File: config.mk
export PLATFORM = sky130hd
export DESIGN_NAME = load_store_unit_flat
export DESIGN_NICKNAME = d
export VERILOG_FILES = /design/src/rtl/load_store_unit_if.sv /design/src/rtl/load_store_unit.sv /design/src/flat_wrapper.sv
export SDC_FILE = /design/constraint.sdc
export NUM_CORES = 1
export LEC_CHECK = 0
export ABC_AREA = 1
export CAP_MARGIN = 20
export CORE_MARGIN = 3
export CORE_UTILIZATION = 30
export CTS_BUF_LIST = sky130_fd_sc_hd__clkbuf_16
export CTS_CLUSTER_SIZE = 30
export DETAILED_ROUTE_END_ITERATION = 7
export HOLD_SLACK_MARGIN = 0.08
export PLACE_DENSITY = 0.63
export SLEW_MARGIN = 0
export SYNTH_ARGS = -nofsm -noshare
export SYNTH_HDL_FRONTEND = slang
export SYNTH_SLANG_ARGS = --single-unit
File: constraint.sdc
create_clock -name clk -period 4.1 [get_ports clk]
set_input_delay 0.82 -clock clk [delete_from_list [all_inputs] [get_ports clk]]
set_output_delay 0.82 -clock clk [all_outputs]
set_load 0.1 [all_outputs]
File: src/rtl/load_store_unit_if.sv
// Pipeline-side request/response and data-memory request/grant/response signals of the load/store unit.
// The unit takes the slave modport; the pipeline/memory environment takes the master modport.
interface load_store_unit_if #(
    parameter int WIDTH = 32
);
    logic             req_valid;
    logic             req_ready;
    logic             mem_read;
    logic             mem_write;
    logic [2:0]       funct3;
    logic [WIDTH-1:0] addr;
    logic [WIDTH-1:0] store_data;
    logic             busy;
    logic             resp_valid;
    logic [WIDTH-1:0] mem_data;
    logic             fault;
    logic             dmem_req;
    logic             dmem_we;
    logic [WIDTH-1:0] dmem_addr;
    logic [3:0]       dmem_be;
    logic [WIDTH-1:0] dmem_wdata;
    logic             dmem_gnt;
    logic             dmem_rvalid;
    logic [WIDTH-1:0] dmem_rdata;

    modport slave (
        input  req_valid, mem_read, mem_write, funct3, addr, store_data,
        input  dmem_gnt, dmem_rvalid, dmem_rdata,
        output req_ready, busy, resp_valid, mem_data, fault,
        output dmem_req, dmem_we, dmem_addr, dmem_be, dmem_wdata
    );

    modport master (
        output req_valid, mem_read, mem_write, funct3, addr, store_data,
        output dmem_gnt, dmem_rvalid, dmem_rdata,
        input  req_ready, busy, resp_valid, mem_data, fault,
        input  dmem_req, dmem_we, dmem_addr, dmem_be, dmem_wdata
    );
endinterface

File: src/rtl/load_store_unit.sv
// RV32 memory-stage load/store unit: one op outstanding; store resp 2 cycles after accept, load 3, fault/no-op 1, +1 per gnt/rvalid stall.
// Backpressure: req_ready only in IDLE, busy stalls the pipeline; dmem_req held with stable address/be/wdata until dmem_gnt.
module load_store_unit #(
    parameter int WIDTH = 32
) (
    input  logic               clk,
    input  logic               rst,
    load_store_unit_if.slave   bus
);
    typedef enum logic [1:0] {IDLE, REQ, WAIT, DONE} state_t;

    state_t           state_q, state_d;
    logic             dmem_we_q, dmem_we_d;
    logic [WIDTH-1:0] dmem_addr_q, dmem_addr_d;
    logic [3:0]       dmem_be_q, dmem_be_d;
    logic [WIDTH-1:0] dmem_wdata_q, dmem_wdata_d;
    logic [1:0]       off_q, off_d;
    logic [2:0]       funct3_q, funct3_d;
    logic [WIDTH-1:0] mem_data_q, mem_data_d;
    logic             fault_q, fault_d;

    logic             req_fault;
    logic [3:0]       req_be;
    logic [WIDTH-1:0] req_wdata;
    logic [WIDTH-1:0] rdata_sh;
    logic [WIDTH-1:0] load_fmt;

    // Request decode on the incoming operation, and load formatting on the captured size/offset.
    always_comb begin
        req_fault = 1'b0;
        case (bus.funct3)
            3'b011, 3'b110, 3'b111: req_fault = 1'b1;
            3'b001, 3'b101:         req_fault = bus.addr[0];
            3'b010:                 req_fault = (bus.addr[1:0] != 2'b00);
            default:                req_fault = 1'b0;
        endcase
        if (bus.mem_read && bus.mem_write) req_fault = 1'b1;

        case (bus.funct3[1:0])
            2'b00:   begin req_be = 4'b0001 << bus.addr[1:0]; req_wdata = {4{bus.store_data[7:0]}};  end
            2'b01:   begin req_be = 4'b0011 << bus.addr[1:0]; req_wdata = {2{bus.store_data[15:0]}}; end
            default: begin req_be = 4'b1111;                  req_wdata = bus.store_data;            end
        endcase

        rdata_sh = bus.dmem_rdata >> {off_q, 3'b000};
        case (funct3_q)
            3'b000:  load_fmt = {{24{rdata_sh[7]}}, rdata_sh[7:0]};
            3'b100:  load_fmt = {24'd0, rdata_sh[7:0]};
            3'b001:  load_fmt = {{16{rdata_sh[15]}}, rdata_sh[15:0]};
            3'b101:  load_fmt = {16'd0, rdata_sh[15:0]};
            default: load_fmt = rdata_sh;
        endcase
    end

    always_comb begin
        state_d      = state_q;
        dmem_we_d    = dmem_we_q;
        dmem_addr_d  = dmem_addr_q;
        dmem_be_d    = dmem_be_q;
        dmem_wdata_d = dmem_wdata_q;
        off_d        = off_q;
        funct3_d     = funct3_q;
        mem_data_d   = mem_data_q;
        fault_d      = fault_q;

        case (state_q)
            IDLE: begin
                if (bus.req_valid) begin
                    if (req_fault || !(bus.mem_read || bus.mem_write)) begin
                        state_d    = DONE;
                        fault_d    = req_fault;
                        mem_data_d = '0;
                    end else begin
                        state_d      = REQ;
                        dmem_we_d    = bus.mem_write;
                        dmem_addr_d  = {bus.addr[WIDTH-1:2], 2'b00};
                        dmem_be_d    = req_be;
                        dmem_wdata_d = req_wdata;
                        off_d        = bus.addr[1:0];
                        funct3_d     = bus.funct3;
                    end
                end
            end
            REQ: begin
                if (bus.dmem_gnt) begin
                    if (dmem_we_q) begin
                        state_d    = DONE;
                        fault_d    = 1'b0;
                        mem_data_d = '0;
                    end else begin
                        state_d = WAIT;
                    end
                end
            end
            WAIT: begin
                if (bus.dmem_rvalid) begin
                    state_d    = DONE;
                    fault_d    = 1'b0;
                    mem_data_d = load_fmt;
                end
            end
            default: state_d = IDLE;
        endcase
    end

    always_ff @(posedge clk or posedge rst) begin
        if (rst) begin
            state_q      <= IDLE;
            dmem_we_q    <= 1'b0;
            dmem_addr_q  <= '0;
            dmem_be_q    <= 4'b0000;
            dmem_wdata_q <= '0;
            off_q        <= 2'b00;
            funct3_q     <= 3'b000;
            mem_data_q   <= '0;
            fault_q      <= 1'b0;
        end else begin
            state_q      <= state_d;
            dmem_we_q    <= dmem_we_d;
            dmem_addr_q  <= dmem_addr_d;
            dmem_be_q    <= dmem_be_d;
            dmem_wdata_q <= dmem_wdata_d;
            off_q        <= off_d;
            funct3_q     <= funct3_d;
            mem_data_q   <= mem_data_d;
            fault_q      <= fault_d;
        end
    end

    assign bus.req_ready  = (state_q == IDLE);
    assign bus.busy       = (state_q != IDLE);
    assign bus.resp_valid = (state_q == DONE);
    assign bus.dmem_req   = (state_q == REQ);
    assign bus.dmem_we    = dmem_we_q;
    assign bus.dmem_addr  = dmem_addr_q;
    assign bus.dmem_be    = dmem_be_q;
    assign bus.dmem_wdata = dmem_wdata_q;
    assign bus.mem_data   = mem_data_q;
    assign bus.fault      = fault_q;
endmodule
File: src/flat_wrapper.sv
// flat-port wrapper written by rule: the top's interface ports become plain ports
module load_store_unit_flat 
#(
    parameter int WIDTH = 32
)
  (clk, rst, bus_req_valid, bus_mem_read, bus_mem_write, bus_funct3, bus_addr, bus_store_data, bus_dmem_gnt, bus_dmem_rvalid, bus_dmem_rdata, bus_req_ready, bus_busy, bus_resp_valid, bus_mem_data, bus_fault, bus_dmem_req, bus_dmem_we, bus_dmem_addr, bus_dmem_be, bus_dmem_wdata);
  load_store_unit_if #(.WIDTH(WIDTH)) bus_i ();
  input  logic clk;
  input  logic rst;
  input wire logic [$bits(bus_i.req_valid)-1:0] bus_req_valid;
  input wire logic [$bits(bus_i.mem_read)-1:0] bus_mem_read;
  input wire logic [$bits(bus_i.mem_write)-1:0] bus_mem_write;
  input wire logic [$bits(bus_i.funct3)-1:0] bus_funct3;
  input wire logic [$bits(bus_i.addr)-1:0] bus_addr;
  input wire logic [$bits(bus_i.store_data)-1:0] bus_store_data;
  input wire logic [$bits(bus_i.dmem_gnt)-1:0] bus_dmem_gnt;
  input wire logic [$bits(bus_i.dmem_rvalid)-1:0] bus_dmem_rvalid;
  input wire logic [$bits(bus_i.dmem_rdata)-1:0] bus_dmem_rdata;
  output wire logic [$bits(bus_i.req_ready)-1:0] bus_req_ready;
  output wire logic [$bits(bus_i.busy)-1:0] bus_busy;
  output wire logic [$bits(bus_i.resp_valid)-1:0] bus_resp_valid;
  output wire logic [$bits(bus_i.mem_data)-1:0] bus_mem_data;
  output wire logic [$bits(bus_i.fault)-1:0] bus_fault;
  output wire logic [$bits(bus_i.dmem_req)-1:0] bus_dmem_req;
  output wire logic [$bits(bus_i.dmem_we)-1:0] bus_dmem_we;
  output wire logic [$bits(bus_i.dmem_addr)-1:0] bus_dmem_addr;
  output wire logic [$bits(bus_i.dmem_be)-1:0] bus_dmem_be;
  output wire logic [$bits(bus_i.dmem_wdata)-1:0] bus_dmem_wdata;
  assign bus_i.req_valid = bus_req_valid;
  assign bus_i.mem_read = bus_mem_read;
  assign bus_i.mem_write = bus_mem_write;
  assign bus_i.funct3 = bus_funct3;
  assign bus_i.addr = bus_addr;
  assign bus_i.store_data = bus_store_data;
  assign bus_i.dmem_gnt = bus_dmem_gnt;
  assign bus_i.dmem_rvalid = bus_dmem_rvalid;
  assign bus_i.dmem_rdata = bus_dmem_rdata;
  assign bus_req_ready = bus_i.req_ready;
  assign bus_busy = bus_i.busy;
  assign bus_resp_valid = bus_i.resp_valid;
  assign bus_mem_data = bus_i.mem_data;
  assign bus_fault = bus_i.fault;
  assign bus_dmem_req = bus_i.dmem_req;
  assign bus_dmem_we = bus_i.dmem_we;
  assign bus_dmem_addr = bus_i.dmem_addr;
  assign bus_dmem_be = bus_i.dmem_be;
  assign bus_dmem_wdata = bus_i.dmem_wdata;
  load_store_unit #(.WIDTH(WIDTH)) u_core (.clk(clk), .rst(rst), .bus(bus_i));
endmodule
==> results of run 1 <==
## registers in the layout, summed over array words and instances (netlist names)
signal	count
u_core.bus.dmem_wdata	32
u_core.state_q	2
u_core.off_q	2
u_core.bus.dmem_addr	30
u_core.bus.dmem_be	4
u_core.funct3_q	3
u_core.bus.dmem_we	1
u_core.bus.mem_data	32
u_core.bus.fault	1
## worst max-delay path, cell delays in order (launching register included)
cell and delay, ps:
dfrtp_1 400, inv_1 110, ha_1 320, clkdlybuf4s50_1 1190
## per-stage QoR
stage / setup slack [ps] / instances / cell area [um2]
after floorplan: 463 / 730 / 5520
after global placement: 1250 / 1122 / 7720
after detailed placement: 1220 / 1122 / 7720
after CTS: 879 / 1138 / 8020
after global routing: 819 / 1138 / 8020
final: 909 / 1138 / 8020
## cell usage after synthesis (3+ instances only)
| cell | number | area, um2 |
|---|---|---|
| nand2_1 | 306 | 1150 |
| o21ai_0 | 108 | 541 |
| dfrtp_1 | 107 | 2680 |
| nand3_1 | 44 | 220 |
| inv_1 | 28 | 105 |
| clkbuf_1 | 25 | 93.8 |
| o21ai_1 | 21 | 105 |
| nor2_1 | 17 | 63.8 |
| o211ai_1 | 11 | 82.6 |
| o21ai_2 | 10 | 87.6 |
| buf_2 | 9 | 45.0 |
| buf_4 | 7 | 52.6 |
| buf_6 | 7 | 78.8 |
| ha_1 | 4 | 50.1 |
| inv_2 | 4 | 15.0 |
| nand2_2 | 3 | 18.8 |
| o22ai_1 | 3 | 18.8 |
## routing by layer
metal / GRT usage, % / routed length [um] / up-vias
li1: - / - / 2702
met1: 23.3 / 7660 / 2553
met2: 28.4 / 8220 / 193
met3: 6.61 / 1910 / 15
met4: 4.65 / 219 / 0
met5: 0 / 0 / -
## final timing paths
path / end / depth (start not counted)
min in group asynchronous: u_core.bus.dmem_addr[3] / 3
min reg2reg: u_core.bus.mem_data[0] / 2
min: u_core.bus.mem_data[0] / 2
max: bus_req_ready / 3
max reg2reg: u_core.bus.mem_data[16] / 8
max in group asynchronous: u_core.bus.mem_data[19] / 3
## layout make-up
type                    instances  area [um2]  share of cell area, %
well taps                     225         282                   3.51
multi-input cells             539        2440                   30.4
flip-flops and latches        107        2680                   33.4
repair buffers                218        2200                   27.4
clock buffers                   9         225                   2.81
inverters                      33         126                   1.58
clock inverters                 7        76.3                  0.951
## cells by family after synthesis
family,count (synthesis)
AND/OR/NAND/NOR,379
AO/OA/AOI/OAI,154
flip-flops,107
buffers and inverters,84
adder cells (fa/ha/maj),4
other,1
==> results.yml, run 1 <==
logic_synthesis:
  synth_edf_count: 0
  dominantRegCellSynth: "dfrtp_1"
  async_flop_share_pct: 100
  synth_xor_area_share_pct: 0
  yosysUniqueCellTypes: 28
  synth-simple-area-share_pct: 27.9
  yosys_warnings: 0
  synthesis.area_um2: 5520
  synth_fa_ha_area_share_pct: 0.907
  synth.yosys.seq_area_share_pct: 48.5
  synth_compound_area_share_pct: 15.2
  synth_mux_area_share_pct: 0
  synth_seq_cells: 107
  synth_top_family_by_area: "simple AND/OR/NAND/NOR gates"
  synth.avg_cell_area_um2: 7.57
  syn_inst: 729
cells_and_area:
  fillers: 1816
  layout_common_cells: "nand2_1, clkdlybuf4s50_1, o21ai_0"
  areaGrowthSynthToFinish_pct: 45.3
  layout.cells.most_common: "nand2_1"
  postLayoutCoreUtil_pct: 45.4
  final_nets: 1018
  num_antenna_cells: 0
  drive_above_1_share_pct: 5.59
detailed_routing:
  totalWireLength_um: 18000
  routed_via_density: 4.80
  dr.pass1.iters: 5
  drc: 0
  routedWlPerCell_um: 15.8
  drt_iter0_markers: 388
  final_antenna_net_count: 0
  vias: 5463
global_routing:
  grt_antenna_before_repair: 0
  grt_pass1_wl_um: 28900
  grt_usage_pct: 17.9
  grt_pass1_vias: 5335
  grt_max_degree: 108
  gr-total-overflow: 0
clock_tree:
  ctsHoldBuffers: 0
  cts_buffer_depth: 2
  cts-root-buf: "clkbuf_16"
  tritoncts: "done"
  path_clk_slew_ps: 80
  cts_sinks: 107
  postCtsResizedCells: 0
  cts_made_buffers: 9
  cts.htree.levels: 3
  clk-insertion-delay-late_ps: 350
  postCtsSetupRepairBufs: 0
floorplanning:
  dieArea_um2: 20100
  io_pins: 212
  core-area_um2: 17700
  fp-row-count: 48
  die_w_um: 142
  floorplan.initialDensity_pct: 31.3
  die_h_um: 142
timing:
  maxSlewHeadroom_pct: 29.9
  setup-tns-final_ps: 0
  period_needed_ps: 3190
  finalHoldViolations: 0
  whs_ps: 485
  maxClockFrequency_ghz: 0.313
  tightest_slew_ps: 1050
  rsz0062_at_grt: "false"
  setup_viol_count_final: 0
  finClkSkew_ps: 9.43
  final_max_slew_viol_count: 0
  period_share_pct: 77.8
critical_path:
  worst-r2r-setup-slack_ps: 1530
  endpoint_kind: "primary output"
  worstPathRequired_ps: 3280
  start_kind: "flip-flop"
  critical_path_class: "flip-flop to primary output"
  crit-reg2reg-launch: "u_core.off_q[0]"
  cp-startpoint: "u_core.state_q[0]"
  cp_max_fo: 6
  critPathArrivalTime_ps: 2370
place:
  place.gp.congestion: 0.885
  hpwl_um: 12700
  numPortBuffers: 209
status:
  status: "finished clean"
min_path:
  min-delay-start: "u_core.bus.mem_data[0]"
  worst_hold_path_type: "flip-flop to flip-flop"
job:
  cap_violations: 0
Power of run 1 is left out: the tool's default activity adds up to more than one toggle a clock period on the data nets, which glitch-free logic cannot reach.
==> inputs of run 2 (changes only) <==
Settings changed: PLACE_DENSITY 0.63 to 0.66.
Clock period 4.1 ns to 2.6 ns, I/O delays scaled along.
==> run 2 against run 1 <==
Against the previous run: global-route usage shrank 0.45 points; sequential cell count is the same; first-iteration DRC count grew 5.4%; design area shrank 2.5%; critical path depth grew 7; cell count grew 0.62%; routed wire length shrank 1.1%; worst hold slack gained 2.4 ps; register-to-register slack lost 800 ps; utilization shrank 1.1 points; sequential share of layout area grew 0.85 points; die area is the same; highest routed layer unchanged.
==> results.yml, run 2 (synthesis results as in run 1) <==
status:
  status: "finished clean"
clock_tree:
  cts_buffer_depth: 2
  tritoncts: "done"
  cts_sinks: 107
  cts_made_buffers: 9
  postCtsResizedCells: 0
  clk-insertion-delay-late_ps: 350
  cts.htree.levels: 3
  path_clk_slew_ps: 70
  ctsHoldBuffers: 0
  cts-root-buf: "clkbuf_16"
  postCtsSetupRepairBufs: 0
timing:
  final_max_slew_viol_count: 0
  rsz0062_at_grt: "false"
  setup_viol_count_final: 0
  finClkSkew_ps: 7.80
  maxClockFrequency_ghz: 0.500
  finalHoldViolations: 0
  period_share_pct: 76.9
  setup-tns-final_ps: 0
  maxSlewHeadroom_pct: 58.4
  setup_slack_ps: 600
  period_needed_ps: 2000
  tightest_slew_ps: 622
cells_and_area:
  num_antenna_cells: 0
  final_nets: 1025
  seq_area_um2: 2680
  areaGrowthSynthToFinish_pct: 41.7
  postLayoutCoreUtil_pct: 44.3
  drive_above_1_share_pct: 17.4
  final_cell_count_no_fill: 1145
  layout_common_cells: "nand2_1, buf_4, o21ai_0"
  fillers: 1812
  multi_input_area_um2: 2440
  layout.cells.most_common: "nand2_1"
place:
  place.gp.congestion: 0.890
  hpwl_um: 12800
  numPortBuffers: 209
  dp_cells: 1129
  post-place-ws_ps: 245
critical_path:
  endpoint_kind: "flip-flop"
  r2r_cells: 9
  cp_top_family: "buffers and inverters"
  crit-reg2reg-launch: "u_core.state_q[1]"
  critPathArrivalTime_ps: 2290
  start_kind: "input pin"
  crit_buf_inv: 3
  worstPathRequired_ps: 2890
  cp_max_fo: 58
  reg2reg_to: "u_core.bus.mem_data[16]"
  max_stage_delay_ps: 680
  path_common_cell: "nand2_1"
  cpMaxStageDelayCell: "clkdlybuf4s50_1"
  critical_path_class: "input pin to flip-flop"
  crit_chain: "clkdlybuf4s50_1 -> nor2_4 -> nand2_2 -> nand2_1 -> inv_2 -> nand4_4 -> nor2_4 -> buf_12 -> nand2_1 -> nand2_1"
  worst-r2r-setup-slack_ps: 730
floorplanning:
  fp-row-count: 48
  core-area_um2: 17700
  io_pins: 212
  dieArea_um2: 20100
  die_w_um: 142
  floorplan.initialDensity_pct: 31.3
  die_h_um: 142
job:
  cap_violations: 0
global_routing:
  gr-total-overflow: 0
  grt_pass1_wl_um: 27900
  grt_max_degree: 108
  grt_usage_pct: 17.5
  grt_antenna_before_repair: 0
  grt_pass1_vias: 5239
detailed_routing:
  highest_layer: "met4"
  routedWlPerCell_um: 15.5
  dr.pass1.iters: 5
  dr_wl_met3_um: 1970
  routed_via_density: 4.82
  met1_length_um: 7550
  drc: 0
  vias: 5514
  totalWireLength_um: 17800
  final_antenna_net_count: 0
  wl_met2_um: 7880
  drt_iter0_markers: 409
min_path:
  hold_end: "u_core.bus.mem_data[7]"
  worst_hold_path_type: "flip-flop to flip-flop"
  min-delay-start: "u_core.bus.mem_data[7]"
  worst_hold_path.num_cells: 2
==> run 2: cell types whose count changed in the layout (fill, tap and decap cells not counted), sizes merged <==
cell and delta:
clkdlybuf4s50 -104, buf +111
==> run 2: stage by stage <==
stage | hold WS, ps | cell area, um2
floorplan | 487 | 5530
global placement | 473 | 7530
detailed placement | 474 | 7530
CTS | 495 | 7820
global route | 515 | 7820
finish | 488 | 7820
==> run 2: how the worst max path moves through the flow <==
stage | from | to | cells after the start
6_report | bus_funct3[1] | u_core.bus.dmem_addr[2] | 10
3_3_place_gp | bus_funct3[2] | u_core.bus.dmem_wdata[26] | 9
5_1_grt | bus_funct3[1] | u_core.bus.dmem_addr[20] | 10
3_5_place_dp | bus_funct3[1] | u_core.bus.dmem_wdata[27] | 9
4_1_cts | u_core.state_q[0] | bus_req_ready | 3
2_1_floorplan | u_core.state_q[1] | u_core.bus.mem_data[15] | 10
==> run 2: area by class of cell <==
class	instances	area share, %
sequential	107	34.2
inverter	33	1.63
timing repair buffer	225	25.6
clock inverter	7	0.864
tap	225	3.60
clock buffer	9	2.88
multi-input combinational	539	31.2
==> run 2: worst register-to-register path: cells and delay by family (launching register included) <==
kind | cells | cell delay [ps]
simple gates | 4 | 650
flops | 1 | 400
buf+inv | 3 | 390
fa+ha+maj | 1 | 180
compound gates | 1 | 120
==> run 2: per-layer routing <==
metal | up-vias | track usage (%)
met5 | - | 0
met4 | 0 | 6.26
met3 | 26 | 6.94
met2 | 240 | 26.4
met1 | 2537 | 22.8
li1 | 2711 | -
Power of run 2 is left out for the same reason.
